[src/rtl/mem_copy_initiator_if.sv]
// mem_copy_initiator_if: picorv32-style native memory bus between an initiator and a responder
interface mem_copy_initiator_if;
  logic        mem_valid;
  logic        mem_instr;
  logic        mem_ready;
  logic [31:0] mem_addr;
  logic [31:0] mem_wdata;
  logic [3:0]  mem_wstrb;
  logic [31:0] mem_rdata;
  modport master (
    output mem_valid, mem_instr, mem_addr, mem_wdata, mem_wstrb,
    input  mem_ready, mem_rdata
  );
  modport slave (
    input  mem_valid, mem_instr, mem_addr, mem_wdata, mem_wstrb,
    output mem_ready, mem_rdata
  );
endinterface

[src/rtl/mem_copy_initiator.sv]
// mem_copy_initiator: copies a block of words with one read then one write per word, with per-transaction timeout
module mem_copy_initiator #(
  parameter int unsigned TIMEOUT = 1024,
  parameter int          CNT_W   = 16
) (
  input  logic             clk,
  input  logic             resetn,
  input  logic             start,
  input  logic [31:0]      src_addr,
  input  logic [31:0]      dst_addr,
  input  logic [CNT_W-1:0] word_count,
  output logic             busy,
  output logic             done,
  output logic             err,
  mem_copy_initiator_if.master bus
);
  typedef enum logic [2:0] {IDLE, RD, RD_GAP, WR, WR_GAP, DONE} state_t;
  state_t           state;
  logic [31:0]      src;
  logic [31:0]      dst;
  logic [CNT_W-1:0] remaining;
  logic [31:0]      wait_cnt;
  logic             fire;
  logic             timeout_hit;
  assign bus.mem_instr = 1'b0;
  assign fire          = bus.mem_valid && bus.mem_ready;
  assign timeout_hit   = (TIMEOUT != 0) && (wait_cnt == TIMEOUT - 1);
  // mem_wdata doubles as the captured read word between the read and the write
  always_ff @(posedge clk or negedge resetn) begin
    if (!resetn) begin
      state         <= IDLE;
      src           <= '0;
      dst           <= '0;
      remaining     <= '0;
      wait_cnt      <= '0;
      busy          <= 1'b0;
      done          <= 1'b0;
      err           <= 1'b0;
      bus.mem_valid <= 1'b0;
      bus.mem_addr  <= '0;
      bus.mem_wdata <= '0;
      bus.mem_wstrb <= '0;
    end else begin
      done <= 1'b0;
      case (state)
        IDLE: if (start) begin
          busy <= 1'b1;
          err  <= 1'b0;
          if (word_count != '0) begin
            src           <= {src_addr[31:2], 2'b00};
            dst           <= {dst_addr[31:2], 2'b00};
            remaining     <= word_count;
            wait_cnt      <= '0;
            bus.mem_valid <= 1'b1;
            bus.mem_addr  <= {src_addr[31:2], 2'b00};
            bus.mem_wstrb <= 4'h0;
            state         <= RD;
          end else begin
            done  <= 1'b1;
            state <= DONE;
          end
        end
        RD: if (fire) begin
          bus.mem_valid <= 1'b0;
          bus.mem_wdata <= bus.mem_rdata;
          state         <= RD_GAP;
        end else if (timeout_hit) begin
          bus.mem_valid <= 1'b0;
          err           <= 1'b1;
          done          <= 1'b1;
          state         <= DONE;
        end else begin
          wait_cnt <= wait_cnt + 32'd1;
        end
        RD_GAP: begin
          bus.mem_valid <= 1'b1;
          bus.mem_addr  <= dst;
          bus.mem_wstrb <= 4'hF;
          wait_cnt      <= '0;
          state         <= WR;
        end
        WR: if (fire) begin
          bus.mem_valid <= 1'b0;
          bus.mem_wstrb <= 4'h0;
          src           <= src + 32'd4;
          dst           <= dst + 32'd4;
          remaining     <= remaining - 1'b1;
          state         <= WR_GAP;
        end else if (timeout_hit) begin
          bus.mem_valid <= 1'b0;
          err           <= 1'b1;
          done          <= 1'b1;
          state         <= DONE;
        end else begin
          wait_cnt <= wait_cnt + 32'd1;
        end
        WR_GAP: if (remaining != '0) begin
          bus.mem_valid <= 1'b1;
          bus.mem_addr  <= src;
          wait_cnt      <= '0;
          state         <= RD;
        end else begin
          done  <= 1'b1;
          state <= DONE;
        end
        DONE: begin
          busy  <= 1'b0;
          state <= IDLE;
        end
        default: state <= IDLE;
      endcase
    end
  end
endmodule
[src/flat_wrapper.sv]
// flat-port wrapper written by rule: the top's interface ports become plain ports
module mem_copy_initiator_flat 
#(
  parameter int unsigned TIMEOUT = 1024,
  parameter int          CNT_W   = 16
)
  (clk, resetn, start, src_addr, dst_addr, word_count, busy, done, err, bus_mem_valid, bus_mem_instr, bus_mem_addr, bus_mem_wdata, bus_mem_wstrb, bus_mem_ready, bus_mem_rdata);
  mem_copy_initiator_if bus_i ();
  input  logic clk;
  input  logic resetn;
  input  logic start;
  input  logic [31:0] src_addr;
  input  logic [31:0] dst_addr;
  input  logic [CNT_W-1:0] word_count;
  output logic busy;
  output logic done;
  output logic err;
  output wire logic [$bits(bus_i.mem_valid)-1:0] bus_mem_valid;
  output wire logic [$bits(bus_i.mem_instr)-1:0] bus_mem_instr;
  output wire logic [$bits(bus_i.mem_addr)-1:0] bus_mem_addr;
  output wire logic [$bits(bus_i.mem_wdata)-1:0] bus_mem_wdata;
  output wire logic [$bits(bus_i.mem_wstrb)-1:0] bus_mem_wstrb;
  input wire logic [$bits(bus_i.mem_ready)-1:0] bus_mem_ready;
  input wire logic [$bits(bus_i.mem_rdata)-1:0] bus_mem_rdata;
  assign bus_mem_valid = bus_i.mem_valid;
  assign bus_mem_instr = bus_i.mem_instr;
  assign bus_mem_addr = bus_i.mem_addr;
  assign bus_mem_wdata = bus_i.mem_wdata;
  assign bus_mem_wstrb = bus_i.mem_wstrb;
  assign bus_i.mem_ready = bus_mem_ready;
  assign bus_i.mem_rdata = bus_mem_rdata;
  mem_copy_initiator #(.TIMEOUT(TIMEOUT), .CNT_W(CNT_W)) u_core (.clk(clk), .resetn(resetn), .start(start), .src_addr(src_addr), .dst_addr(dst_addr), .word_count(word_count), .busy(busy), .done(done), .err(err), .bus(bus_i));
endmodule
[config.mk]
export PLATFORM = sky130hd
export DESIGN_NAME = mem_copy_initiator_flat
export DESIGN_NICKNAME = d
export VERILOG_FILES = /design/src/rtl/mem_copy_initiator_if.sv /design/src/rtl/mem_copy_initiator.sv /design/src/flat_wrapper.sv
export SDC_FILE = /design/constraint.sdc
export NUM_CORES = 1
export LEC_CHECK = 0
export BUFFER_PORTS_ARGS = -buffer_cell sky130_fd_sc_hd__buf_4
export CORE_MARGIN = 1.5
export CORE_UTILIZATION = 31
export CTS_CLUSTER_DIAMETER = 100
export CTS_CLUSTER_SIZE = 30
export DETAILED_ROUTE_END_ITERATION = 12
export MAX_ROUTING_LAYER = met4
export RECOVER_POWER = 100
export SYNTH_ARGS = -nofsm -noshare
export SYNTH_HDL_FRONTEND = slang
export SYNTH_SLANG_ARGS = --single-unit
[constraint.sdc]
create_clock -name clk -period 3.39 [get_ports clk]
set_input_delay 0.5085 -clock clk [delete_from_list [all_inputs] [get_ports clk]]
set_output_delay 0.5085 -clock clk [all_outputs]
set_load 0.02 [all_outputs]
Word level (Yosys, flattened, before mapping):

Cells that the tools add are included.

* flip-flop bits (word level): 187
* logic and storage cells: 98
* output and inout port bits: 73
* bits of input ports: 116

* equality and inequality tests: 14
* mux-type cells: 49
* reduce and logical (&&, ||, !) cells: 19
* add/sub/neg operators: 4

Operators by type and width (number)
* 32-bit two-way mux: 12
* 32-bit case mux with 2 select lines: 2
* 32-bit case mux with 4 select lines: 1
* 32-bit case mux with 3 select lines: 1
* 32-bit by 3-bit adder with 32-bit output, second input constant: 2
* 16-bit two-way mux: 3
* 32-bit by 1-bit adder with 32-bit output, second input constant: 1
* 32-bit by 10-bit == test with 1-bit output, second input constant: 1
* 16-bit case mux with 2 select lines: 1
* 16-bit nonzero test: 2
* 3-bit two-way mux: 6
* 4-bit AND reduction: 4
* 16-bit by 1-bit subtractor with 16-bit output, second input constant: 1
* 3-bit case mux with 5 select lines: 1
* 1-bit two-way mux: 14
* 4-bit two-way mux: 3
* 4-bit case mux with 3 select lines: 1
* 2-bit by 1-bit inequality test with 1-bit output, second input constant: 4
* 3-bit by 2-bit == test with 1-bit output, second input constant: 2
* 3-bit == test, second input constant: 2
* 2-bit inequality test, second input constant: 3
* 6-bit AND reduction: 1
* 2-bit nonzero test: 3
* 3-bit nonzero test: 2
* 11 further kinds: 13

Depth between registers and ports, before layout:

Gate-level depths: netlist of the first run.

* depth in word-level cells: 4
* depth in mapped cells: 12
* gate-level depth less buffers: 8

Worst setup path after synthesis of the first run:

Ideal clock, no wire load.

* path kind: reg-to-reg
* from: register u_core.remaining[0]
* to: register u_core.wait_cnt[14]
* period minus slack after synthesis: 2.583 ns
* library setup time: 0.066 ns
* path slack: 0.807 ns
* stages on the path, launching flop included: 11
* required time: 3.324 ns
* arrival time: 2.517 ns
* buffers on the path: 2
* cell sequence: dfrtp_1 > inv_1 > ha_1 > nor4b_1 > nand3_1 > or4_4 > buf_6 > and4_4 > buf_6 > or4_1 > nand2_1

* longest elaborated chain between the ends: 3

RTL lines
* start: declaration: line mem_copy_initiator.sv:21 `logic [CNT_W-1:0] remaining;`
* start signal: assignment: line mem_copy_initiator.sv:52 `remaining <= word_count;`
* start signal: assignment: line mem_copy_initiator.sv:87 `remaining <= remaining - 1'b1;`
* 16-bit nonzero test: line mem_copy_initiator.sv:97 `WR_GAP: if (remaining != '0) begin`
* 2-bit by 1-bit inequality test with 1-bit output (no line)
* 6-bit AND reduction (no line)
* end signal: assignment: line mem_copy_initiator.sv:73 `wait_cnt <= wait_cnt + 32'd1;`
* end signal: assignment: line mem_copy_initiator.sv:95 `wait_cnt <= wait_cnt + 32'd1;`
* end: declaration: line mem_copy_initiator.sv:22 `logic [31:0] wait_cnt;`

Every way passes these cells.
A chain may end at the register's enable or synchronous reset.

Final worst setup path of the first run:

* from: register u_core.remaining[0]
* to: register u_core.wait_cnt[9]

Same word-level chain as after synthesis.

==> run_results.csv, run 1 <==
group,metric,value,unit
drt,detail_route.wirelength,29200,um
final_layout,layout_common_cells,"179 x dfrtp_1, 126 x nor2_1, 123 x buf_4, 112 x a21oi_1, 110 x nand2_1",
logic_synthesis,synth_edf_count,0,
floorplanning,start_util,31.5,%
timing,fin_crit_sh,89.4,%
logic_synthesis,synth_cell_types,60,
grt,use_met2,29.6,%
final_layout,n_antenna_cell,0,
timing,tightest_slew,1.75,ns
drt,antenna_left,0,
clocking,ctsRootBufferMaster,"clkbuf_16",
drt,drt_pass1_iterations,5,
final_layout,num-fill-cells,3128,
final_layout,final_common_cell,"dfrtp_1",
clocking,clock_sinks,179,
clocking,cts.path.max_buffers,2,
final_layout,ff_latch_area,4480,um^2
grt,grt_overflow,0,
final_layout,syn_to_final_growth,21.2,%
timing,setup_viol_count_final,0,
power_and_ir_drop,leakage,0.00469,uW
timing,fmax,0.330,GHz
logic_synthesis,ys_async_sr_fraction,100,%
clocking,cts_made_buffers,17,
drt,vias,9034,
floorplanning,core,30500,um^2
grt,grt_pass1_wl,45800,um
critical_path,path_common_cell,"or4_1",
critical_path,cp.arrival,3.39,ns
clocking,cts-resized-gates,0,
final_layout,drive_above_1_share,17.1,%
placement,gp_congestion,0.875,
floorplanning,die-area,32000,um^2
grt,grt.busiest_layer,"met2",
placement,io_buffers,183,
floorplanning,ioPinCount,189,
grt,grt_pass1_vias,8508,
final_layout,final_cell_area,11600,um^2
placement,post-dp-hpwl,20000,um
floorplanning,die-width,179,um
worst_hold_path,holdCritPathClass,"in2reg",
clocking,cts_tree,"yes",
final_layout,nNetsFinal,1350,
timing,rsz0062_at_grt,"no",
critical_path,max_stage_delay,0.72,ns
critical_path,required,3.75,ns
power_and_ir_drop,p_total,10100,uW
critical_path,setup.worst_path.end_class,"flop",
timing,finalSetupTns,0,ns
critical_path,rrSetupSlack,0.36,ns
power_and_ir_drop,p_per_area,872,nW/um^2
grt,track_usage,18.7,%
timing,skew,0.0184,ns
logic_synthesis,synth_ff_type,"dfrtp_1",
power_and_ir_drop,vdd_drop_max,0.402,mV
drt,wl_per_cell,17.8,um
clocking,clkTransAtPathRegs,0.08,ns
grt,grt_max_degree,73,
logic_synthesis,ys_seq_area_share,46.7,%
logic_synthesis,synth_area,9600,um^2
logic_synthesis,ys_ff_latch,179,
critical_path,crit_family,"simple AND/OR/NAND/NOR gates",
final_layout,multiInputGateArea,4760,um^2
logic_synthesis,avgSynthCellArea,8.82,um^2
grt,use_met3,2.91,%
grt,antenna_found_initial,0,
grt,use_met1,24.8,%
critical_path,path_cells,"inv_1 -> ha_1 -> nor4b_1 -> nand3_1 -> or4_1 -> and4_4 -> or4_1 -> nand2_1",
run,maxCapViolations,3,
outcome,status,"finished with violations",
logic_synthesis,synthCells,1088,
clocking,post_cts_buffers,0,
critical_path,critPathMaxFanout,49,
floorplanning,row_count,64,
clocking,clk_latency,0.44,ns
floorplanning,die_h,179,um
critical_path,crit_path_top_delay_cell,"or4_1",
logic_synthesis,synth_warnings,0,
placement,place_area,11400,um^2
clocking,htree_levels,4,
critical_path,path_class,"reg2reg",
drt,drc,0,
clocking,holdBufCountCts,0,
timing,max_slew_margin,-16.7,%
outcome,violations,"capacitance limit, slew limit",
drt,drt_iter0_markers,740,
timing,finalHoldViolCount,0,
drt,via_per_inst,5.51,
timing,finalMaxSlewViolations,122,
critical_path,path_buf_inv,1,
logic_synthesis,syn_nets,1208,
critical_path,worst_setup_path_start_kind,"flop",
timing,min_period,3.03,ns
[report_power, final]
group / total, uW / switching (uW) / leakage (uW) / internal, uW
Combinational: 4300 / 2730 / 0.00228 / 1570
Sequential: 3850 / 839 / 0.00212 / 3010
Clock: 1990 / 1000 / 0.000290 / 993
[cell type report]
cell class,instances,area share (%)
multi-input combinational,818,40.9
sequential,179,38.5
timing repair buffer,208,11.1
tap,396,4.26
clock buffer,17,3.66
clock inverter,15,1.46
inverter,6,0.194
[state kept, by name (all words and copies together) (netlist names)]
signal                cells
u_core.bus.mem_addr      31
u_core.bus.mem_valid      1
u_core.bus.mem_wdata     32
u_core.bus.mem_wstrb      1
u_core.busy               1
u_core.done               1
u_core.dst               30
u_core.err                1
u_core.remaining         16
u_core.src               30
u_core.state              3
u_core.wait_cnt          32
[per-stage QoR]
step | setup WS [ns] | util (%) | cells | hold slack [ns]
global placement | 0.502 | 37.3 | 1607 | 0.474
global route | 0.135 | 38.1 | 1639 | 0.274
detailed placement | 0.491 | 37.3 | 1607 | 0.497
finish | 0.358 | 38.1 | 1639 | 0.303
floorplan | 0.807 | - | 1088 | 0.213
CTS | 0.465 | 39.2 | 1639 | 0.0945
[cells in the mapped netlist (all sizes together) (21+ instances only)]
| cell type | instances | area [um^2] |
|---|---|---|
| dfrtp | 179 | 4480 |
| nor2 | 127 | 477 |
| a21oi | 112 | 561 |
| nand2 | 110 | 413 |
| clkbuf | 63 | 236 |
| o21ai | 54 | 270 |
| nand3 | 46 | 230 |
| a31oi | 42 | 263 |
| mux2 | 32 | 360 |
| a22oi | 31 | 233 |
| nand4 | 25 | 156 |
| nor4 | 25 | 156 |
| buf | 22 | 128 |
| and3 | 21 | 131 |
[final timing paths]
| kind | endpoint | cells past startpoint | from |
|---|---|---|---|
| min reg2reg | u_core.bus.mem_wdata[10]$_DFFE_PN0P_ | 1 | u_core.bus.mem_wdata[10]$_DFFE_PN0P_ |
| max reg2reg | u_core.wait_cnt[9]$_DFFE_PN0P_ | 8 | u_core.remaining[0]$_DFFE_PN0P_ |
| max | u_core.wait_cnt[9]$_DFFE_PN0P_ | 8 | u_core.remaining[0]$_DFFE_PN0P_ |
| max in group asynchronous | u_core.wait_cnt[17]$_DFFE_PN0P_ | 2 | resetn |
| min in group asynchronous | u_core.bus.mem_wdata[5]$_DFFE_PN0P_ | 1 | resetn |
| min | u_core.bus.mem_wdata[1]$_DFFE_PN0P_ | 2 | bus_mem_rdata[1] |
[logic make-up after synthesis]
group                      Yosys count  share of synthesized area (%)
and+or+nand+nor                    434                           22.1
muxes                               33                           3.86
adders and majority gates            4                          0.521
xor gates and xnor gates            11                           1.00
other                                1                         0.0391
buffers and inverters               91                           4.03
AOI/OAI and AO/OA                  335                           21.8
DFF                                179                           46.7
[layer usage]
layer | part of all wire (%) | routed length [um] | vias up
met5 | 0 | 0 | -
met1 | 47 | 13800 | 4403
met2 | 46 | 13500 | 276
li1 | - | - | 4325
met3 | 4.7 | 1370 | 30
met4 | 1.8 | 516 | 0
[worst register-to-register path, cell delays in order (launching register included)]
cell and delay, ns:
dfrtp_1 0.42, inv_1 0.07, ha_1 0.22, nor4b_1 0.24, nand3_1 0.23, or4_1 0.72
and4_4 0.40, or4_1 0.59, nand2_1 0.08
No activity file was read; power rests on OpenSTA's default activity.
==> inputs of run 2 (changes only) <==
--- a/config.mk
+++ b/config.mk
@@ -5,6 +5,7 @@
 export SDC_FILE = /design/constraint.sdc
 export NUM_CORES = 1
 export LEC_CHECK = 0
+export ABC_AREA = 1
 export BUFFER_PORTS_ARGS = -buffer_cell sky130_fd_sc_hd__buf_4
 export CORE_MARGIN = 1.5
 export CORE_UTILIZATION = 31
==> run 2 against run 1 <==
Net effect:
- the run still ends with capacitance limit, slew limit left
- critical path type unchanged
- cell count rose by 53%
- clock power up 4%
- routed wire length is 39% higher
- highest routed layer unchanged
- sequential share of layout area fell by 5.8 points
==> run_results.csv, run 2 <==
group,metric,value,unit
timing,whs,0.244,ns
power_and_ir_drop,p_total,4430,uW
worst_hold_path,holdCritPathClass,"in2reg",
timing,fin_crit_sh,80.6,%
critical_path,max_stage_delay,0.46,ns
critical_path,path_common_cell,"nand2_1",
drt,drt_pass1_iterations,5,
logic_synthesis,ys_ff_latch,179,
final_layout,top_regs,"u_core.bus.mem_wdata: 32 flops, u_core.wait_cnt: 32 flops, u_core.bus.mem_addr: 31 flops",
critical_path,path_buf_inv,2,
power_and_ir_drop,clockPowerShare,46.8,%
floorplanning,row_count,70,
final_layout,syn_to_final_growth,17.7,%
drt,via_per_inst,4.89,
clocking,cts_made_buffers,17,
grt,antenna_found_initial,0,
clocking,cts.path.max_buffers,2,
logic_synthesis,synth_area,11600,um^2
logic_synthesis,syn_nets,1993,
timing,fin_ws,0.659,ns
logic_synthesis,synthCells,1873,
critical_path,required,3.73,ns
placement,gp_congestion,0.941,
clocking,clock_sinks,179,
drt,vias,12200,
final_layout,multiInputGateArea,6350,um^2
power_and_ir_drop,switching_share,25.2,%
power_and_ir_drop,p_switching,1120,uW
run,maxCapViolations,1,
power_and_ir_drop,leakage,0.00661,uW
power_and_ir_drop,seqPwrFrac,48.1,%
power_and_ir_drop,p_per_area,324,nW/um^2
logic_synthesis,ys_top_cells_by_count,"875 x nand2_1, 305 x nor2_1, 179 x dfrtp_1, 161 x nand3_1, 103 x inv_1",
logic_synthesis,ys_async_sr_fraction,100,%
timing,finalHoldViolCount,0,
timing,rsz0062_at_grt,"no",
floorplanning,die_h,197,um
logic_synthesis,synth_warnings,0,
placement,post-dp-hpwl,29700,um
final_layout,layout_common_cells,"877 x nand2_1, 309 x nor2_1, 179 x dfrtp_1, 163 x nand3_1, 120 x buf_4",
floorplanning,core,36800,um^2
timing,setup_viol_count_final,0,
timing,fmax,0.366,GHz
final_layout,n_antenna_cell,0,
timing,max_slew_margin,-4.83,%
clocking,htree_levels,4,
grt,grt_pass1_vias,11700,
final_layout,drive_above_1_share,8.79,%
timing,skew,0.0107,ns
critical_path,path_cells,"ha_1 -> inv_1 -> nor2_1 -> nand2_1 -> inv_1 -> nand4_1 -> nor2_1 -> nor2_2 -> nand2_1 -> nand2_1",
critical_path,crit_family,"simple AND/OR/NAND/NOR gates",
logic_synthesis,synth_area_leaders,"dfrtp_1 39%, nand2_1 28%, nor2_1 9.8%, nand3_1 6.9%, inv_1 3.3%",
logic_synthesis,synth.top_cell.area_share,38.5,%
logic_synthesis,ys_seq_area_share,38.5,%
drt,wl_per_cell,16.2,um
clocking,ctsRootBufferMaster,"clkbuf_16",
power_and_ir_drop,pwr-share-comb,5.1,%
outcome,violations,"capacitance limit, slew limit",
final_layout,ff_latch_area,4480,um^2
critical_path,setup.worst_path.end_class,"flop",
floorplanning,ioPinCount,189,
drt,drc,0,
floorplanning,die-area,38700,um^2
grt,grt_pass1_wl,63900,um
clocking,clk_latency,0.45,ns
drt,detail_route.wirelength,40600,um
logic_synthesis,avgSynthCellArea,6.21,um^2
clocking,cts_tree,"yes",
clocking,clkTransAtPathRegs,0.08,ns
placement,io_buffers,183,
timing,finalMaxSlewViolations,109,
grt,grt_overflow,0,
power_and_ir_drop,internal_power,3320,uW
logic_synthesis,synth_ff_type,"dfrtp_1",
critical_path,cp.arrival,3.07,ns
outcome,status,"finished with violations",
drt,antenna_left,0,
final_layout,nNetsFinal,2143,
timing,tightest_slew,1.57,ns
final_layout,final_common_cell,"nand2_1",
logic_synthesis,yosysTopAreaCell,"dfrtp_1",
floorplanning,die-width,197,um
final_layout,num-fill-cells,4077,
grt,grt_max_degree,114,
critical_path,critPathMaxFanout,15,
logic_synthesis,synth_edf_count,0,
power_and_ir_drop,vdd_drop_max,0.330,mV
critical_path,worst_setup_path_start_kind,"flop",
logic_synthesis,post-synth-top-count-cell,"nand2_1",
floorplanning,start_util,31.6,%
placement,place_ws,0.966,ns
drt,drt_iter0_markers,941,
critical_path,crit_path_top_delay_cell,"dfrtp_1",
logic_synthesis,synth_cell_types,35,
critical_path,path_class,"reg2reg",
timing,min_period,2.73,ns
grt,track_usage,21.9,%
clocking,cts-resized-gates,0,
timing,finalSetupTns,0,ns
==> run 2: repair_timing <==
item / in CTS / in global routing
setup buffers: 0 / 0
hold buffers: 1 / 0
endpoints found under the hold margin: 32 / 0
==> run 2: layer usage <==
layer	track usage, %	up-vias	share of wire, %	routed length [um]
li1	-	6140	-	-
met1	29.0	5677	46	18700
met2	34.1	346	46	18500
met3	3.68	70	5.1	2050
met4	7.46	0	3.3	1340
met5	-	-	0	0
==> run 2: final timing paths <==
check                      slack [ns]  cells past startpoint                                   end                                start
hold reg to reg                  0.47                      2   u_core.bus.mem_addr[17]$_DFFE_PN0P_  u_core.bus.mem_addr[17]$_DFFE_PN0P_
hold / removal                   0.24                      3  u_core.bus.mem_wdata[17]$_DFFE_PN0P_                    bus_mem_rdata[17]
setup reg to reg                 0.66                     10       u_core.wait_cnt[25]$_DFFE_PN0P_       u_core.wait_cnt[0]$_DFFE_PN0P_
max in group asynchronous        0.98                      3            u_core.src[27]$_DFFE_PN0P_                               resetn
min in group asynchronous        0.53                      2      u_core.remaining[10]$_DFFE_PN0P_                               resetn
setup / recovery                 0.66                     10       u_core.wait_cnt[25]$_DFFE_PN0P_       u_core.wait_cnt[0]$_DFFE_PN0P_
==> run 2: logic make-up (layout without fill, tap and decap cells) <==
family / Yosys count / in the layout / synth area share, %
buffers and inverters: 180 / 343 / 6.53
adders and majority gates: 4 / 4 / 0.430
AOI/OAI and AO/OA: 107 / 107 / 5.51
other: 1 / 1 / 0.0322
DFF: 179 / 179 / 38.5
xor gates and xnor gates: 8 / 8 / 0.602
and+or+nand+nor: 1394 / 1394 / 48.4
==> run 2: layout make-up <==
cell class	count	share of cell area, %
Clock buffer	18	3.21
Clock inverter	14	1.19
Inverter	112	3.07
Multi-Input combinational cell	1514	46.4
Sequential cell	179	32.7
Tap cell	468	4.28
Timing Repair Buffer	199	9.15
==> run 2: power by group through the flow <==
stage	clock network [uW]	registers (uW)	logic, uW
floorplan	0	2180	53.0
global placement	0	2180	230
detailed placement	0	2180	230
CTS	2130	2130	232
global route	2210	2130	252
finish	2070	2130	225
==> run 2: per-stage QoR <==
step	cells	instance area [um^2]	util [%]
4_1_cts	2504	14000	38.1
6_report	2504	13700	37.2
5_1_grt	2504	13700	37.2
2_1_floorplan	1873	11600	-
3_5_place_dp	2471	13400	36.5
3_3_place_gp	2471	13400	36.5
==> run 2: tightest hold or removal path: stages <==
cell     delay (ns)
buf_4          0.08
nand2_1        0.04
nand2_1        0.04
